## config.mk

```make
export PLATFORM = sky130hd
export DESIGN_NAME = snes_joy_serializer
export DESIGN_NICKNAME = d
export VERILOG_FILES = /design/src/rtl/snes_joy_pkg.sv /design/src/rtl/snes_joy_port.sv /design/src/rtl/snes_joy_serializer.sv
export SDC_FILE = /design/constraint.sdc
export NUM_CORES = 1
export LEC_CHECK = 0
export CORE_ASPECT_RATIO = 0.7
export CORE_UTILIZATION = 45
export DETAILED_ROUTE_END_ITERATION = 10
export PLACE_DENSITY = 0.81
export SKIP_LAST_GASP = 1
export SYNTH_ARGS = -nofsm -noshare
export SYNTH_HDL_FRONTEND = slang
export SYNTH_SLANG_ARGS = --single-unit
```

## constraint.sdc

```tcl
create_clock -name clk_sys -period 2 [get_ports clk_sys]
set_clock_uncertainty 0.05 [all_clocks]
set_input_delay 0.3 -clock clk_sys [delete_from_list [all_inputs] [get_ports clk_sys]]
set_output_delay 0.3 -clock clk_sys [all_outputs]
set_load 0.02 [all_outputs]
```

## src/rtl/snes_joy_pkg.sv

```systemverilog
// Shared constants and types for the SNES controller serializer.
package snes_joy_pkg;

    // Button bit positions within a report; bit 0 is shifted out first.
    localparam int unsigned BtnB      = 0;
    localparam int unsigned BtnY      = 1;
    localparam int unsigned BtnSelect = 2;
    localparam int unsigned BtnStart  = 3;
    localparam int unsigned BtnUp     = 4;
    localparam int unsigned BtnDown   = 5;
    localparam int unsigned BtnLeft   = 6;
    localparam int unsigned BtnRight  = 7;
    localparam int unsigned BtnA      = 8;
    localparam int unsigned BtnX      = 9;
    localparam int unsigned BtnL      = 10;
    localparam int unsigned BtnR      = 11;

    localparam int unsigned DefaultPadBits = 16;

    // Per-port report state.
    typedef enum logic [1:0] {
        StIdle,
        StLatch,
        StShift
    } port_state_e;

endpackage

```

## src/rtl/snes_joy_port.sv

```systemverilog
// One controller port: latch on strobe, shift one bit per joy_clk rising edge.
module snes_joy_port
    import snes_joy_pkg::*;
#(
    parameter int unsigned PadBits = DefaultPadBits
) (
    input  logic               clk_i,
    input  logic               rst_ni,
    input  logic [PadBits-1:0] btn_i,       // effective buttons, 1 = pressed
    input  logic               strb_i,
    input  logic               joy_clk_i,
    input  logic               connected_i,
    output logic               joy_di_o,
    output logic               read_done_o
);

    localparam int unsigned     CntW    = $clog2(PadBits + 1);
    localparam logic [CntW-1:0] CntFull = CntW'(PadBits);
    localparam logic [CntW-1:0] CntLast = CntW'(PadBits - 1);

    port_state_e        state_q, state_d;
    logic [PadBits-1:0] sr_q, sr_d;
    logic [CntW-1:0]    cnt_q, cnt_d;
    logic               clk_q;
    logic               arm_q;
    logic               done_q, done_d;
    logic               di_q, di_d;
    logic               shift_edge;

    // Next-state: strobe reloads and wins over a coincident clock edge.
    always_comb begin
        state_d = state_q;
        sr_d    = sr_q;
        cnt_d   = cnt_q;
        done_d  = 1'b0;
        // arm_q masks the first cycle after reset release.
        shift_edge = arm_q & joy_clk_i & ~clk_q;

        if (strb_i) begin
            state_d = StLatch;
            sr_d    = ~btn_i;
            cnt_d   = '0;
        end else begin
            if (state_q == StLatch) begin
                state_d = StShift;
            end
            if (shift_edge) begin
                sr_d = {1'b0, sr_q[PadBits-1:1]};
                // Saturated once idle: no further counting or done pulses.
                if (state_q != StIdle) begin
                    cnt_d = cnt_q + 1'b1;
                    if (cnt_q == CntLast) begin
                        done_d  = 1'b1;
                        state_d = StIdle;
                    end
                end
            end
        end
        // Unplugged port reads as all buttons released.
        di_d = sr_d[0] | ~connected_i;
    end

    // State registers with asynchronous reset to the idle, all-released state.
    always_ff @(posedge clk_i or negedge rst_ni) begin
        if (!rst_ni) begin
            state_q <= StIdle;
            sr_q    <= '1;
            cnt_q   <= CntFull;
            clk_q   <= 1'b0;
            arm_q   <= 1'b0;
            done_q  <= 1'b0;
            di_q    <= 1'b1;
        end else begin
            state_q <= state_d;
            sr_q    <= sr_d;
            cnt_q   <= cnt_d;
            clk_q   <= joy_clk_i;
            arm_q   <= 1'b1;
            done_q  <= done_d;
            di_q    <= di_d;
        end
    end

    assign joy_di_o    = di_q;
    assign read_done_o = done_q;

endmodule

```

## src/rtl/snes_joy_serializer.sv

```systemverilog
// Multi-port SNES controller serializer with shared strobe-driven turbo.
module snes_joy_serializer
    import snes_joy_pkg::*;
#(
    parameter int unsigned NUM_PORTS = 2,
    parameter int unsigned PAD_BITS  = DefaultPadBits,
    parameter int unsigned TURBO_W   = 8
) (
    input  logic                          clk_sys,
    input  logic                          reset_n,
    input  logic [NUM_PORTS*PAD_BITS-1:0] buttons,
    input  logic [NUM_PORTS*PAD_BITS-1:0] turbo_en,
    input  logic [TURBO_W-1:0]            turbo_period,
    input  logic [NUM_PORTS-1:0]          connected,
    input  logic                          joy_strb,
    input  logic [NUM_PORTS-1:0]          joy_clk,
    output logic [NUM_PORTS-1:0]          joy_di,
    output logic [NUM_PORTS-1:0]          read_done
);

    logic               strb_q;
    logic               strb_fall;
    logic [TURBO_W-1:0] tcnt_q, tcnt_d;
    logic               turbo_phase_q, turbo_phase_d;

    // Turbo counter advances once per frame (strobe fall); period 0 parks it.
    always_comb begin
        tcnt_d        = tcnt_q;
        turbo_phase_d = turbo_phase_q;
        strb_fall     = strb_q & ~joy_strb;
        if (turbo_period == '0) begin
            tcnt_d        = '0;
            turbo_phase_d = 1'b0;
        end else if (strb_fall) begin
            // >= so a shortened period wraps immediately.
            if (tcnt_q >= turbo_period - 1'b1) begin
                tcnt_d        = '0;
                turbo_phase_d = ~turbo_phase_q;
            end else begin
                tcnt_d = tcnt_q + 1'b1;
            end
        end
    end

    // Turbo and strobe-history registers.
    always_ff @(posedge clk_sys or negedge reset_n) begin
        if (!reset_n) begin
            strb_q        <= 1'b0;
            tcnt_q        <= '0;
            turbo_phase_q <= 1'b0;
        end else begin
            strb_q        <= joy_strb;
            tcnt_q        <= tcnt_d;
            turbo_phase_q <= turbo_phase_d;
        end
    end

    for (genvar p = 0; p < NUM_PORTS; p++) begin : g_port
        logic [PAD_BITS-1:0] eff_buttons;

        // Turbo-enabled buttons read as released during the off phase.
        assign eff_buttons = buttons[p*PAD_BITS +: PAD_BITS]
                           & ~(turbo_en[p*PAD_BITS +: PAD_BITS] & {PAD_BITS{turbo_phase_q}});

        snes_joy_port #(
            .PadBits (PAD_BITS)
        ) u_port (
            .clk_i       (clk_sys),
            .rst_ni      (reset_n),
            .btn_i       (eff_buttons),
            .strb_i      (joy_strb),
            .joy_clk_i   (joy_clk[p]),
            .connected_i (connected[p]),
            .joy_di_o    (joy_di[p]),
            .read_done_o (read_done[p])
        );
    end

endmodule

```

==> metrics.md <==
| Metric | Value |
|---|---|
| Arrival time at the worst endpoint | 2.40 ns |
| Max cap viols | 0 |
| CP top delay family | simple AND/OR/NAND/NOR gates |
| Initial antenna violation count | 0 |
| Design area | 4790 um2 |
| Netlist cell types | 34 |
| Smallest hold slack | 0.356 ns |
| CP startpoint kind | input pin |
| RePlAce Congestion | 0.817 |
| Largest net degree at the start of global routing | 64 |
| Max Fclk | 449 MHz |
| Final setup viols | 9 |
| Vias/cell | 5.33 |
| Crit-path slowest cell | or4_4 |
| Worst path bufs/invs | 3 |
| Area Overhead vs Synth | 41.4% |
| H-tree Lvls | 3 |
| CTS Buffer Depth | 2 |
| Filler cell count | 600 |
| Wirelength per Cell | 14.6 um |
| Synthesis Warnings | 0 |
| Routed WL | 8240 um |
| DR pass1 iterations | 4 |
| Core Util, Final | 65.7% |
| Root buffer cell | clkbuf_8 |
| Overall power | 4.25 mW |
| Crit-path max cell delay | 0.55 ns |
| Multi-input logic area | 1700 um2 |
| Mean post-synth cell area | 9.54 um2 |
| CTS tree | yes |
| Total gr overflow | 0 |
| Hold depth | 4 |
| R2R depth | 7 |
| Post-synth top area share | 27.9% |
| Final Max Slew Viols | 0 |
| Via count | 2998 |
| Antenna diode count | 0 |
| Full die area | 7880 um2 |
| Die Y | 74.6 um |
| Placed inst area | 4490 um2 |
| DR iter-0 viols | 133 |
| PD cells | 887 nW/um2 |
| Reg2Reg Setup Slack | 0.08 ns |
| Mapped cell area | 3390 um2 |
| VDD IR max | 0.458 mV |
| Share of layout cells above drive strength 1 | 23.9% |
| CP Max Fanout | 2 |
| Routed Antenna Nets | 0 |
| Clock sink total | 63 |
| Yosys top cell by area | dfstp_2 |
| I/O pin total | 83 |
| Synth Instances | 355 |
| Failing checks | negative setup slack |
| Initial Util | 46.5% |
| Final period util | 111% |
| Final net count | 554 |
| Lkg Pwr | 1.92 nW |
| Vias in the first global route | 3059 |
| Core ar. | 7290 um2 |
| Number of synthesized register bits | 63 |
| Hold WC Path Type | in2reg |
| Total GRT Usage | 22.8% |
| CTS clk-pin slew, worst paths | 0.07 ns |
| Rows | 26 |
| First-pass GRT wire length | 13900 um |
| Residual DRC | 0 |
| Synthesized Nets | 449 |
| Final hold violations | 0 |
| Post-synthesis sequential area ratio | 47.9% |
| Path type of the worst setup path | in2reg |
| Cell mode on critical path | buf_6 |
| WP depth | 12 |
| Pre-CTS WS | -0.958 ns |
| Worst-Skew Late Latency | 0.34 ns |
| Final Critical Period | 2.23 ns |
| Min setup slack post-route | -0.228 ns |
| Synth area leaders | dfstp_2, dfrtp_1, a211oi_1 |
| Register area | 1620 um2 |
| Inserted Clock Buffers | 9 |
| Crit. End Element | flip-flop |
| Status | finished with violations |
| HPWL after DPL | 5990 um |
| Buffers on Ports | 82 |
| RSZ-0062 raised after global routing | true |
| Die Width | 106 um |
| Critical Path RT | 2.17 ns |
| Crit-path cells | buf_6 -> or4_4 -> buf_6 -> nor2_4 -> xnor2_2 -> ha_1 -> nand2_1 -> nor2_2 -> a211oi_2 -> buf_4 -> a21oi_4 -> mux2_4 |
==> report_power, final <==
group	internal [mW]	total [mW]	switching, mW
clock	0.741	1.25	0.509
sequential	1.57	1.72	0.159
combinational	0.632	1.27	0.640
total	2.94	4.25	1.31
==> sequential cells by signal, indices dropped and copies added, names as in the netlist <==
register,count
g_port.u_port.read_done_o,2
strb_q,1
g_port.u_port.joy_di_o,2
g_port.u_port.cnt_q,10
g_port.u_port.clk_q,2
g_port.u_port.state_q,4
turbo_phase_q,1
g_port.u_port.sr_q,32
tcnt_q,8
g_port.u_port.arm_q,1
==> cell families (layout without fill, tap and decap cells) <==
| logic type | Yosys count | after routing | synth area share (%) |
|---|---|---|---|
| other cells | 1 | 1 | 0.111 |
| fa+ha+maj | 15 | 15 | 5.54 |
| buf+inv | 30 | 140 | 3.77 |
| mux | 1 | 1 | 0.333 |
| xor+xnor | 14 | 14 | 3.62 |
| compound gates | 85 | 85 | 17.0 |
| simple gates | 146 | 146 | 21.7 |
| flops | 63 | 63 | 47.9 |
==> per-layer routing <==
metal  wire length (um)  global-route usage (%)  vias up
met4                138                    7.41        0
met1               3660                    28.3     1436
met3                401                    5.96       13
met5                  0                       0        -
met2               4030                    39.6       76
li1                   -                       -     1473
==> final timing paths <==
check,startpoint,end
max,turbo_period[2],turbo_phase_q
min,joy_strb,tcnt_q[0]
max reg2reg,tcnt_q[1],tcnt_q[4]
min reg2reg,g_port[1].u_port.sr_q[15],g_port[1].u_port.sr_q[15]
max in group asynchronous,reset_n,g_port[0].u_port.sr_q[11]
min in group asynchronous,reset_n,g_port[1].u_port.cnt_q[0]
==> final cells by class <==
type / instances / share of cell area [%]
multi-input combinational: 262 / 35.6
sequential: 63 / 33.9
timing repair buffer: 117 / 22.6
clock buffer: 10 / 2.88
tap: 98 / 2.56
clock inverter: 6 / 1.93
inverter: 7 / 0.549
==> Yosys cell counts (all sizes together) <==
| cell | instances |
|---|---|
| and2 | 30 |
| nand3b | 2 |
| xnor2 | 9 |
| nor3 | 8 |
| mux2 | 1 |
| inv | 7 |
| dfrtp | 27 |
| a31o | 3 |
| nand4 | 8 |
| buf | 6 |
| xor2 | 5 |
| nand3 | 7 |
| nor4b | 2 |
| conb | 1 |
| a21oi | 7 |
| nand2 | 55 |
| nand2b | 3 |
| dfstp | 36 |
| or4 | 1 |
| and3 | 3 |
| nor2b | 4 |
| a211oi | 35 |
| nor3b | 1 |
| nor2 | 20 |
| or2 | 1 |
| o21ai | 5 |
| nor4 | 1 |
| clkbuf | 17 |
| ha | 15 |
| a31oi | 33 |
| o211ai | 2 |
==> through the flow <==
step	std cells	setup TNS, ns
after floorplan	355	-3.95
after global placement	543	-7.28
after detailed placement	543	-8.18
after CTS	562	-2.51
after global routing	563	-2.54
final	563	-1.54
==> what timing repair did <==
action	CTS	global route
setup endpoints to repair	9	9
endpoints found under the hold margin	27	0
gates cloned	0	0
gates resized for setup	26	7
pin swaps	8	11
setup buffers	2	1
hold buffers	1	0
==> layout by cell type, fill, tap and decap left out, types with 3 or more instances in the layout <==
cell type | synthesis | final
nand3_1 | 7 | 7
nand4_1 | 8 | 8
nand2_1 | 55 | 55
nor3_1 | 8 | 6
nor2_1 | 20 | 18
inv_1 | 7 | 5
buf_4 | 4 | 32
buf_2 | 0 | 4
clkbuf_8 | 0 | 10
a31oi_1 | 33 | 33
ha_1 | 15 | 14
a31o_2 | 3 | 3
nor2b_1 | 4 | 4
xnor2_1 | 9 | 8
a211oi_1 | 34 | 34
and3_1 | 3 | 3
xor2_1 | 5 | 5
dfrtp_1 | 27 | 27
clkdlybuf4s50_1 | 0 | 74
dfstp_2 | 36 | 36
buf_6 | 0 | 3
a21oi_1 | 7 | 6
o21ai_0 | 5 | 4
nand2b_1 | 3 | 3
and2_1 | 30 | 30
==> worst reg2reg max path: stages, from the launching register on <==
cell and delay (ns):
dfrtp_1 0.42, ha_1 0.32, nor2b_1 0.13, o211ai_1 0.20, a31o_2 0.24, buf_4 0.18
nand4_1 0.10, a31oi_1 0.19
Power figures use the tool's default switching activity.
